File: config.mk
export PLATFORM = sky130hd
export DESIGN_NAME = parity_stream_encoder_flat
export DESIGN_NICKNAME = d
export VERILOG_FILES = /design/src/rtl/parity_stream_encoder_pkg.sv /design/src/rtl/parity_stream_encoder_if.sv /design/src/rtl/parity_stream_encoder_reduce.sv /design/src/rtl/parity_stream_encoder.sv /design/src/flat_wrapper.sv
export SDC_FILE = /design/constraint.sdc
export NUM_CORES = 1
export LEC_CHECK = 0
export CAP_MARGIN = 0
export CELL_PAD_IN_SITES_DETAIL_PLACEMENT = 0
export CELL_PAD_IN_SITES_GLOBAL_PLACEMENT = 1
export CORE_ASPECT_RATIO = 1.25
export CORE_MARGIN = 1.5
export CORE_UTILIZATION = 36
export DETAILED_ROUTE_END_ITERATION = 12
export GPL_TIMING_DRIVEN = 0
export PLACE_DENSITY_LB_ADDON = 0.1
export SLEW_MARGIN = 20
export SYNTH_ARGS = -nofsm -noshare
export SYNTH_HDL_FRONTEND = slang
export SYNTH_HIERARCHICAL = 1
export SYNTH_SLANG_ARGS = --single-unit
File: constraint.sdc
create_clock -name clk -period 3 [get_ports clk]
set_clock_uncertainty 0.2 [all_clocks]
set_input_delay 0.9 -clock clk [delete_from_list [all_inputs] [get_ports clk]]
set_output_delay 0.9 -clock clk [all_outputs]
set_load 0.05 [all_outputs]
File: src/rtl/parity_stream_encoder_pkg.sv
// Shared definitions for the parity stream encoder: parity mode encodings,
// the framing FSM state type and the default widths.
package parity_pkg;

  localparam logic PARITY_EVEN = 1'b0;
  localparam logic PARITY_ODD  = 1'b1;

  localparam int DEFAULT_DATA_W = 8;
  localparam int DEFAULT_CNT_W  = 16;

  // IDLE: no beat of the current frame accepted yet.
  // MID : at least one beat accepted, closing beat not yet seen.
  typedef enum logic [0:0] {
    ST_IDLE = 1'b0,
    ST_MID  = 1'b1
  } frame_state_e;

endpackage : parity_pkg

File: src/rtl/parity_stream_encoder_if.sv
// Input and output stream of the parity encoder. The encoder sits on the
// slave modport; whoever feeds it and drains it uses the master modport.
interface parity_stream_encoder_if
  import parity_pkg::*;
#(
  parameter int DATA_W = DEFAULT_DATA_W
);

  logic              s_valid;
  logic              s_ready;
  logic [DATA_W-1:0] s_data;
  logic              s_last;
  logic              m_valid;
  logic              m_ready;
  logic [DATA_W:0]   m_data;
  logic              m_last;
  logic              m_frame_par;

  modport slave (
    input  s_valid, s_data, s_last, m_ready,
    output s_ready, m_valid, m_data, m_last, m_frame_par
  );

  modport master (
    output s_valid, s_data, s_last, m_ready,
    input  s_ready, m_valid, m_data, m_last, m_frame_par
  );

endinterface : parity_stream_encoder_if

File: src/rtl/parity_stream_encoder_reduce.sv
// XOR reduction of one payload word (1 = odd number of set bits).
module parity_reduce #(
  parameter int W = 8
) (
  input  logic [W-1:0] data_i,
  output logic         par_o
);

  assign par_o = ^data_i;

endmodule : parity_reduce

File: src/rtl/parity_stream_encoder.sv
// Single-register stream stage that appends a parity bit to each payload
// word, tracks frame boundaries, produces a running frame parity on the
// closing beat and counts accepted beats with saturation.
module parity_stream_encoder
  import parity_pkg::*;
#(
  parameter int DATA_W = DEFAULT_DATA_W,
  parameter int CNT_W  = DEFAULT_CNT_W
) (
  input  logic                    clk,
  input  logic                    rst,
  input  logic                    odd_mode,
  parity_stream_encoder_if.slave  bus,
  output logic                    in_frame,
  output logic [CNT_W-1:0]        word_count
);

  localparam logic [CNT_W-1:0] CNT_MAX = {CNT_W{1'b1}};
  localparam logic [CNT_W-1:0] CNT_ONE = {{(CNT_W-1){1'b0}}, 1'b1};

  frame_state_e     state_q, state_d;
  logic             m_valid_q, m_valid_d;
  logic [DATA_W:0]  m_data_q, m_data_d;
  logic             m_last_q, m_last_d;
  logic             m_frame_par_q, m_frame_par_d;
  logic             acc_q, acc_d;
  logic [CNT_W-1:0] cnt_q, cnt_d;

  logic s_ready_s;
  logic in_xfer_s;
  logic out_xfer_s;
  logic beat_par_s;
  logic odd_sel_s;

  parity_reduce #(.W(DATA_W)) u_reduce (
    .data_i (bus.s_data),
    .par_o  (beat_par_s)
  );

  // Stage can take a beat when empty or being drained this cycle; never in reset.
  assign s_ready_s  = !rst && (!m_valid_q || bus.m_ready);
  assign in_xfer_s  = bus.s_valid && s_ready_s;
  assign out_xfer_s = m_valid_q && bus.m_ready;
  assign odd_sel_s  = (odd_mode == PARITY_ODD);

  // Next-state logic for the output register, frame accumulator, counter and FSM.
  always_comb begin
    state_d       = state_q;
    m_valid_d     = m_valid_q;
    m_data_d      = m_data_q;
    m_last_d      = m_last_q;
    m_frame_par_d = m_frame_par_q;
    acc_d         = acc_q;
    cnt_d         = cnt_q;

    if (in_xfer_s) begin
      m_valid_d = 1'b1;
      m_data_d  = {beat_par_s ^ odd_sel_s, bus.s_data};
      m_last_d  = bus.s_last;
      if (bus.s_last) begin
        m_frame_par_d = acc_q ^ beat_par_s ^ odd_sel_s;
        acc_d         = 1'b0;
      end else begin
        m_frame_par_d = 1'b0;
        acc_d         = acc_q ^ beat_par_s;
      end
      if (cnt_q != CNT_MAX) begin
        cnt_d = cnt_q + CNT_ONE;
      end else begin
        cnt_d = cnt_q;
      end
    end else if (out_xfer_s) begin
      m_valid_d = 1'b0;
    end else begin
      m_valid_d = m_valid_q;
    end

    case (state_q)
      ST_IDLE: begin
        if (in_xfer_s && !bus.s_last) begin
          state_d = ST_MID;
        end else begin
          state_d = ST_IDLE;
        end
      end
      ST_MID: begin
        if (in_xfer_s && bus.s_last) begin
          state_d = ST_IDLE;
        end else begin
          state_d = ST_MID;
        end
      end
      default: state_d = ST_IDLE;
    endcase
  end

  // State registers with synchronous reset; a reset drops any partial frame.
  always_ff @(posedge clk) begin
    if (rst) begin
      state_q       <= ST_IDLE;
      m_valid_q     <= 1'b0;
      m_data_q      <= '0;
      m_last_q      <= 1'b0;
      m_frame_par_q <= 1'b0;
      acc_q         <= 1'b0;
      cnt_q         <= '0;
    end else begin
      state_q       <= state_d;
      m_valid_q     <= m_valid_d;
      m_data_q      <= m_data_d;
      m_last_q      <= m_last_d;
      m_frame_par_q <= m_frame_par_d;
      acc_q         <= acc_d;
      cnt_q         <= cnt_d;
    end
  end

  assign bus.s_ready     = s_ready_s;
  assign bus.m_valid     = m_valid_q;
  assign bus.m_data      = m_data_q;
  assign bus.m_last      = m_last_q;
  assign bus.m_frame_par = m_frame_par_q;
  assign in_frame        = (state_q == ST_MID);
  assign word_count      = cnt_q;

endmodule : parity_stream_encoder

File: src/flat_wrapper.sv
// flat-port wrapper written by rule: the top's interface ports become plain ports
module parity_stream_encoder_flat import parity_pkg::*;
#(
  parameter int DATA_W = DEFAULT_DATA_W,
  parameter int CNT_W  = DEFAULT_CNT_W
)
  (clk, rst, odd_mode, in_frame, word_count, bus_s_valid, bus_s_data, bus_s_last, bus_m_ready, bus_s_ready, bus_m_valid, bus_m_data, bus_m_last, bus_m_frame_par);
  parity_stream_encoder_if #(.DATA_W(DATA_W)) bus_i ();
  input  logic clk;
  input  logic rst;
  input  logic odd_mode;
  output logic in_frame;
  output logic [CNT_W-1:0] word_count;
  input wire logic [$bits(bus_i.s_valid)-1:0] bus_s_valid;
  input wire logic [$bits(bus_i.s_data)-1:0] bus_s_data;
  input wire logic [$bits(bus_i.s_last)-1:0] bus_s_last;
  input wire logic [$bits(bus_i.m_ready)-1:0] bus_m_ready;
  output wire logic [$bits(bus_i.s_ready)-1:0] bus_s_ready;
  output wire logic [$bits(bus_i.m_valid)-1:0] bus_m_valid;
  output wire logic [$bits(bus_i.m_data)-1:0] bus_m_data;
  output wire logic [$bits(bus_i.m_last)-1:0] bus_m_last;
  output wire logic [$bits(bus_i.m_frame_par)-1:0] bus_m_frame_par;
  assign bus_i.s_valid = bus_s_valid;
  assign bus_i.s_data = bus_s_data;
  assign bus_i.s_last = bus_s_last;
  assign bus_i.m_ready = bus_m_ready;
  assign bus_s_ready = bus_i.s_ready;
  assign bus_m_valid = bus_i.m_valid;
  assign bus_m_data = bus_i.m_data;
  assign bus_m_last = bus_i.m_last;
  assign bus_m_frame_par = bus_i.m_frame_par;
  parity_stream_encoder #(.DATA_W(DATA_W), .CNT_W(CNT_W)) u_core (.clk(clk), .rst(rst), .odd_mode(odd_mode), .bus(bus_i), .in_frame(in_frame), .word_count(word_count));
endmodule
# Yosys cells after proc, flatten, opt, wreduce, memory -nomap -nowiden
# Index checks and enable logic that the tools add are counted.
[totals]
register_bits = 30
in_bits = 14
out_inout_bits = 30
word_cells = 32
[op_classes]
addsub = 1
eq_ne = 1
muxes = 7
n_bitwise = 4
reduce_logical = 12
[op_table]
columns = ["cell", "n"]
rows = [
  ["adder 16 x 1 -> 16 bit (second input constant)", 1],
  ["!= test 16 bit (second input constant)", 1],
  ["XOR reduction 8 bit", 1],
  ["2-to-1 mux 1 bit", 6],
  ["logical AND 1 bit", 5],
  ["logical NOT 1 bit", 3],
  ["bitwise XOR 1 bit", 3],
  ["case mux 1 bit (2 select lines)", 1],
  ["AND reduction 2 bit", 1],
  ["nonzero test 2 bit", 1],
  ["logical OR 1 bit", 1],
  ["NOT 1 bit", 1],
]

# Logic depth before layout (Yosys ltp)
# Gate-level depths: netlist of run 1.
[logic_depth]
ltp_word = 7
depth_mapped = 7
depth_no_buf = 7

# Cells and area by module
# The synthesis of run 1 kept the hierarchy.
[modules_own_cells]
columns = ["module", "instances", "cells_each", "area_each_um2", "seq_area_each_um2"]
rows = [
  ["parity_stream_encoder", 1, 161, 1401.3, 600.6],
  ["parity_reduce", 1, 7, 61.3, 0.0],
]

# Worst setup path after synthesis of run 1
# OpenSTA, ideal clock, no wires.
[synth_timing]
path_kind = "in2out"
start = "input rst"
end = "output bus_s_ready"
arrival_time_ns = 1.960
slack_ns = -0.060
cell_stages = 3
n_path_buf = 2
path_cell_list = "clkbuf_1 -> clkbuf_1 -> nor2_1"
[synth_between]
elab_chain_cells = 2
[synth_lines]
columns = ["element", "line_no", "rtl"]
rows = [
  ["start: declaration", "flat_wrapper.sv:10", "input logic rst;"],
  ["logical NOT 1 bit", "parity_stream_encoder.sv:41", "assign s_ready_s = !rst && (!m_valid_q || bus.m_ready);"],
  ["logical AND 1 bit", "parity_stream_encoder.sv:41", ""],
  ["end: declaration", "flat_wrapper.sv:18", "output wire logic [$bits(bus_i.s_ready)-1:0] bus_s_ready;"],
]
# No other way between the ends.

# Final worst setup path of run 1
# Ends and elaborated chain as after synthesis.

==> results, run 1 <==
- The total of buffers placed on input and output ports is 43.
- The post-route setup TNS is 0 ns.
- The DRC violation count after routing is 0.
- The number of standard cells after synthesis is 168.
- The analysis attributes to cell leakage a power of about 0.73 nW.
- The number of warning messages in the yosys log is 6.
- The path category of the worst min-delay check is reg -> reg.
- The count of clock tree sinks is 30.
- For this run the aggregate overflow at the end of global routing stands at 0.
- The number of enable-type register cells in the synthesized netlist is 0.
- The tree is rooted in a sky130_fd_sc_hd__clkbuf_8.
- The H-tree was split into 2 levels.
- The synthesized netlist occupies a cell area of 1460 µm².
- The worst register-to-register path begins at u_core/word_count[0].
- The count of final hold-check violations was 0.
- The critical path launch point type is an input port.
- The average instance in the mapped netlist occupies between 8 and 9 µm².
- The number of optimization iterations in the first detailed-route pass is 4.
- The TritonCTS buffer count is 5.
- Of the post-synthesis cell area, the dominant cell type holds 41.1%.
- Synthesis inferred 30 register bits.
- The via count of the first global-routing pass was 1,325.
- For this configuration, the core starts out at a cell density of 38.0%.
- In the final routed layout, each cell accounts on average for 13.2 µm.
- The wire length of the first global-routing pass is 5.98 mm.
- The die is 74.3 µm tall.
- Across the whole layout, storage elements account for around 600 µm².
- For this run, asynchronously set or reset flops after synthesis account for 0%.
- At the later pin of the worst-skew pair, clock insertion delay measures 0.27 ns.
- The critical path data arrival time is 1.80 ns.
- The count of nets left with antenna violations once routing finished came out at 0.
- The netlist uses 37 different library cells.
- The final max-slew violation count is 0.
- Global routing used 18.0% of the available tracks across all layers.
- The multi-input combinational cells in the finished layout cover a total of 831 µm².
- The peak clock frequency supported by timing is 0.345 GHz.
- In this run, the number of DRC markers left after iteration 0 of detailed routing was 59.
- For the finished layout, the period the worst path requires is 2.90 ns.
- The fraction of final layout cells sized beyond drive strength 1 is 9.63%.
- The flow ran to the end, and the final reports show no timing, DRC or antenna violations.
- Leaving out fill and tap cells, the most frequent cells in the layout are sky130_fd_sc_hd__clkdlybuf4s50_1 (41), sky130_fd_sc_hd__dfxtp_1 (30), sky130_fd_sc_hd__nand2_1 (27).
- In the synthesized netlist, mux cells make up under 10% of the area.
- Synthesis produced a netlist with a net count of 183.
- The count of hold buffers inserted by post-cts repair is 0.
- The initial antenna violation count came to 0.
- The worst-case IR drop observed on VDD is 0.000308 V.
- The routed layout has 1,382 vias.
- The area enclosed by the die boundary is 4460 µm².
- The placed instance count is 265.
- Buffers added to address setup during post-CTS repair amount to 0.
- The post-route non-filler standard cell count is 272.
- The critical path endpoint category is an output pin.
- Sorting the synthesized cells by area gives the leading types as sky130_fd_sc_hd__dfxtp_1 (41%), sky130_fd_sc_hd__nand2_1 (6.9%), sky130_fd_sc_hd__xnor2_1 (4.8%).
- The most common library cell in the layout ignoring fill and taps is sky130_fd_sc_hd__clkdlybuf4s50_1.
- The row count is 25.
- Tracing the worst setup path back leads to its startpoint at rst.
- After the last flow step, the layout net total stands at 232.
- The synthesized netlist devotes roughly a third of its cell area to simple gates.
- Headroom to the max-slew limit came out at 65.6%.
- The cell accounting for the most synthesized area is sky130_fd_sc_hd__dfxtp_1.
- Setup repair after global routing left no endpoint under its margin.
- The area growth from synthesis to layout is 40.6%.
- In this run the worst path has a maximum fanout of 19.
- The number of violations of the max-capacitance limit is 0.
- At the worst endpoint, the required time is 1.90 ns.
- The setup violation total in the final timing report is 0.
- For the pin with the worst max-slew slack, the measured transition is 0.515 ns.
- For this run, the register share of the synthesized area comes to roughly 41%.
- Of the available clock period, the critical path in the final layout requires ~97%.
- In the synthesized netlist the dominant register cell turns out to be sky130_fd_sc_hd__dfxtp_1.
- The area of the core is around 3800 µm².
- The startpoint identified for the worst hold timing path is u_core/bus.m_data[0].
- The clock transition at the registers of the reported paths is 0.06 ns.
- After filler insertion, the fill cell instance count of the layout stands at 391.
- The die width is roughly 60 µm.
- The placed wire-length estimate after detailed placement is 2.80 mm.
- The diode insertion count for antenna repair is 0.
- The detail-routed via count per cell is 5.08.
- Dividing total power by cell area gives a power density of 457 nW/µm².
- After synthesis, the largest family of logic cells by area is simple AND/OR/NAND/NOR gates.
- Summing the areas of all compound-gate instances in the mapped netlist gives between 10% and 20% of the synthesized area.
- The CTS tree is built.
- The count of pins on the block boundary is 44.
- The placer congestion estimate is 0.784.
- After layout, the design draws a total of 941 µW.
- The adder-cell share of the synthesized area is less than 1%.
- The maximum clock insertion buffer count is 2.
- The critical path class is in -> out.
- Summing the areas of all xor and xnor instances in the mapped netlist gives 5.39% of the synthesized area.
- The largest net degree at the start of global routing is 20.
- The final layout contains routed wiring with a total length of 3.60 mm.
## registers in the layout (all words and copies together) (netlist names), named ones only
name                    cells
u_core/bus.m_data           9
u_core/bus.m_frame_par      1
u_core/bus.m_last           1
u_core/word_count          16
u_core/acc_q                1
u_core/bus.m_valid          1
## through the flow
| stage | instance area (µm²) | utilization (%) | setup slack, ns | hold WS, ns |
|---|---|---|---|---|
| floorplan | 1470 | - | 0.154 | 0.280 |
| detailed placement | 1960 | 51.0 | -1.43 | 0.246 |
| global placement | 1960 | 51.0 | -1.42 | 0.242 |
| global route | 2060 | 53.5 | 0.0185 | 0.281 |
| finish | 2060 | 53.5 | 0.100 | 0.256 |
| CTS | 2060 | 53.5 | 0.0922 | 0.260 |
## final timing paths
check / end / slack [ns] / depth (start not counted)
setup reg to reg: u_core/word_count[10] / 0.89 / 5
hold / removal: u_core/bus.m_data[0] / 0.26 / 2
setup / recovery: bus_s_ready / 0.1 / 4
hold reg to reg: u_core/bus.m_data[0] / 0.26 / 2
## metal layers
metal  vias up  GRT usage (%)  wire length, µm
met3         4           5.39              171
met1       627           19.1             1460
met5         -              0                0
li1        710              -                -
met2        41           33.2             1940
met4         0           5.93               34
## power breakdown
group | switching (mW) | internal [mW] | total, mW
clock network | 0.139 | 0.185 | 0.324
registers | 0.00957 | 0.415 | 0.425
logic | 0.117 | 0.0756 | 0.192
total | 0.265 | 0.675 | 0.941
## final cells by class
class                      count  share of cell area (%)
clock buffer                   7                    4.20
sequential                    30                    29.2
buffer                         6                    1.76
multi-input combinational    130                    40.4
clock inverter                 1                   0.243
timing repair buffer          43                    20.7
inverter                       1                   0.182
tap                           54                    3.28
## logic make-up (layout without fill, tap and decap cells)
group	Yosys count	after routing
simple gates	87	87
flops	30	30
mux	5	5
fa+ha+maj	1	1
buf+inv	8	58
compound gates	28	28
xor+xnor	9	9
## critical path, stage by stage
cell,delay (ns)
sky130_fd_sc_hd__clkdlybuf4s15_2,0.29
sky130_fd_sc_hd__clkbuf_8,0.24
sky130_fd_sc_hd__nor2_2,0.10
sky130_fd_sc_hd__buf_2,0.26
## cell usage after synthesis (5+ instances only)
library cell	instances
sky130_fd_sc_hd__dfxtp_1	30
sky130_fd_sc_hd__clkbuf_1	5
sky130_fd_sc_hd__nand3_1	13
sky130_fd_sc_hd__xnor2_1	8
sky130_fd_sc_hd__a21oi_1	12
sky130_fd_sc_hd__nand4_1	5
sky130_fd_sc_hd__nor2b_1	6
sky130_fd_sc_hd__nand2_1	27
sky130_fd_sc_hd__o31ai_1	5
sky130_fd_sc_hd__nor2_1	11
sky130_fd_sc_hd__or4_1	5
## repair_timing
item / CTS / global route
endpoints found under the setup margin: 1 / 0
endpoints found under the hold margin: 0 / 0
gates resized for setup: 11 / 0
Power figures use the tool's default switching activity.
==> run 2, diff against run 1 <==
- CORE_UTILIZATION: 36 -> 34
- CTS_CLUSTER_SIZE: default -> 24
- SKIP_CTS_REPAIR_TIMING: default -> 1
- clock period: 3 -> 3.3 ns (I/O delays scaled with it)
==> results, run 2 (synthesis gave the netlist of run 1 again) <==
- The maximum ir drop on the vdd rail is 0.000351 V (+14%).
- From synthesis to final layout, the design area changed by 41.6%.
- The top cell types in the final layout, fill and taps aside, are sky130_fd_sc_hd__clkdlybuf4s50_1 (41), sky130_fd_sc_hd__dfxtp_1 (30), sky130_fd_sc_hd__nand2_1 (27).
- The routed length per instance came to 14.3 µm (+8.2%).
- The fill cell instance count of the final layout is 432 (+10%).
- The final cell utilization of the core came to 50.5% (-2.9 points).
- The vias after detailed routing came to 1,435 (+3.8%).
- The number of buffer and inverter instances along the worst setup path is 4 (+1).
- The peak clock frequency supported by timing is about 0.31 GHz.
- The kind of cell adding the most delay to the critical path is buffers and inverters.
- The placer congestion estimate is 0.826 (+5.4%).
- The critical path class is in -> out.
- The worst hold-check slack came to 0.253 ns (-0.00312 ns).
- The placed wire-length estimate after detailed placement is 2.97 mm (+6.3%).
- The cell seen most often among critical-path stages is sky130_fd_sc_hd__clkbuf_4.
- The worst setup path is launched from an input port.
- The switching power of the nets is 256 µW (-3.6%).
- The starting DRC count in detailed routing is 67 (+14%).
- The largest stage delay on the critical path is 0.27 ns (-0.02 ns).
- The overall routing resource usage is 19.4% (+1.4 points).
- The die width is 61.7 µm (+2.8%).
- The initial standard-cell utilization of the core is 35.7% (-2.3 points).
- The fraction of power consumed by sequential logic is 42.4% (-2.7 points).
- The total power after layout is 912 µW (-3.1%).
- The CTS tree is built.
- The actual slew at the worst max-slew pin is 0.567 ns (+0.0526 ns).
- Among all stages on the critical path, the largest delay is contributed by sky130_fd_sc_hd__buf_2.
- The number of optimization iterations in the first detailed-route pass is 4 (unchanged).
- The TritonCTS buffer count was 5 (unchanged).
- The root buffer cell chosen for the clock tree is sky130_fd_sc_hd__clkbuf_8.
- The maximum clock insertion buffer count came to 2 (unchanged).
- The pre-CTS worst setup slack was -1.35 ns (+0.0721 ns).
- The path category of the worst min-delay check is reg -> reg.
- The clock latency reported for the late side of the worst-skew pair was 0.28 ns (about the same).
- The cell area after placement came to 1960 µm² (unchanged).
- The diode insertion count for antenna repair was 0 (unchanged).
- The final max-slew violation count is 0 (unchanged).
- The maximum fanout along the worst path is 10 (-9).
- The net total in the final layout came to 233 (+0.43%).
- The critical path endpoint category is an output pin.
- The internal cell power is 656 µW (-2.9%).
- The via count of the first global-routing pass is 1,441 (+8.8%).
- The switching portion of total power is 28.1% (-0.15 points).
- The leakage dissipation is 0.742 nW (+1.4%).
- Setup repair after global routing left no endpoint under its margin.
- The number of violations of the max-capacitance limit is 0 (unchanged).
- The clock transition at the registers of the reported paths is 0.06 ns (about the same).
- The count of clock tree sinks came to 30 (unchanged).
- Traced cell by cell, the critical path runs through clkbuf_2, clkbuf_4, clkbuf_4, nor2_1, buf_2.
- The total overflow reported by the global router was 0 (unchanged).
- The total of buffers placed on input and output ports is 43 (unchanged).
- The number of flip-flops under the largest register name is 16 (unchanged).
- The setup violation total in the final timing report is 0 (unchanged).
- The worst relative slew slack is 62.2% (-3.4 points).
- The area of all placed cells without fillers was 2070 µm² (+0.67%).
- The count of final hold-check violations is 0 (unchanged).
- The row count was 26 (+4.0%).
- The number of H-tree levels is 2 (unchanged).
- The total routed wirelength was 3.94 mm (+9.4%).
- The flow ran to the end, and the final reports show no timing, DRC or antenna violations.
- The detail-routed via count per cell is 5.22 (+2.7%).
- The number of routed nets with antenna violations is 0 (unchanged).
- The critical path data arrival time is 2.02 ns (+0.22 ns).
- The combinational share of power is 19.3% (-1.1 points).
- The total power divided by cell area was 440 nW/µm² (-3.7%).
- The area of the core was 4100 µm² (+6.5%).
- The most common library cell in the layout ignoring fill and taps is sky130_fd_sc_hd__clkdlybuf4s50_1.
- The worst path required time is 2.11 ns (+0.21 ns).
- The chip height was 76.3 µm (+2.8%).
- The wire length of the first global-routing pass was 6.76 mm (+13%).
- The count of pins on the block boundary is 44 (unchanged).
- The fraction of final layout cells sized beyond drive strength 1 was 10.0% (+0.41 points).
- The initial antenna violation count is 0 (unchanged).
- The clock period minus final worst setup slack is 3.21 ns.
- The DRC violation count after routing was 0 (unchanged).
- The part of the cycle the worst path needs is between 90 and 100%.
- The area enclosed by the die boundary is 4710 µm² (+5.6%).
- The largest net degree at the start of global routing is 11 (-45%).
- The clock share of power came to 38.3% (+3.9 points).
- The final worst slack is 0.0867 ns (-0.0132 ns).
[run 2: cell types whose count changed in the layout (fill, tap and decap cells not counted), sizes merged]
cell / change
clkdlybuf4s15: -1
clkbuf: +3
clkinv: -1
[run 2: final cells by class]
cell class                 instances  area [µm²]  share of cell area, %
clock buffer                       8         110                   5.32
buffer                             7        37.5                   1.81
tap                               56        70.1                   3.38
timing repair buffer              43         420                   20.3
inverter                           1        3.75                  0.181
sequential                        30         601                   29.0
multi-input combinational        130         828                   40.0
[run 2: path summary, 6_finish.rpt]
check                          endpoint  cells past startpoint  slack [ns]                  from
setup / recovery            bus_s_ready                      5        0.09                   rst
hold / removal     u_core/bus.m_data[3]                      2        0.25  u_core/bus.m_data[3]
setup reg to reg  u_core/word_count[10]                      5        1.15  u_core/word_count[0]
hold reg to reg    u_core/bus.m_data[3]                      2        0.25  u_core/bus.m_data[3]
[run 2: layer usage]
metal  wire, µm  vias to the layer above  track usage (%)
met4         83                        0             9.36
met3        200                        8             6.96
met2       2070                       38             31.8
met1       1590                      675             21.2
met5          0                        -                0
li1           -                      714                -
[run 2: tightest hold or removal path, stage by stage (launching register included)]
cell                      delay, ns
sky130_fd_sc_hd__dfxtp_1       0.31
sky130_fd_sc_hd__nand3_1       0.06
sky130_fd_sc_hd__nand2_1       0.04
[run 2: metrics by stage]
step | std cells | TNS [ns]
CTS | 275 | -1.36
detailed placement | 267 | -1.35
global placement | 267 | -1.31
floorplan | 168 | 0
global route | 275 | 0
finish | 275 | 0
[run 2: power groups by stage]
stage,Combinational (mW),Sequential [mW],Clock [mW]
finish,0.176,0.386,0.350
global route,0.189,0.388,0.384
CTS,0.178,0.387,0.359
detailed placement,0.177,0.394,0
global placement,0.175,0.394,0
floorplan,0.0648,0.442,0
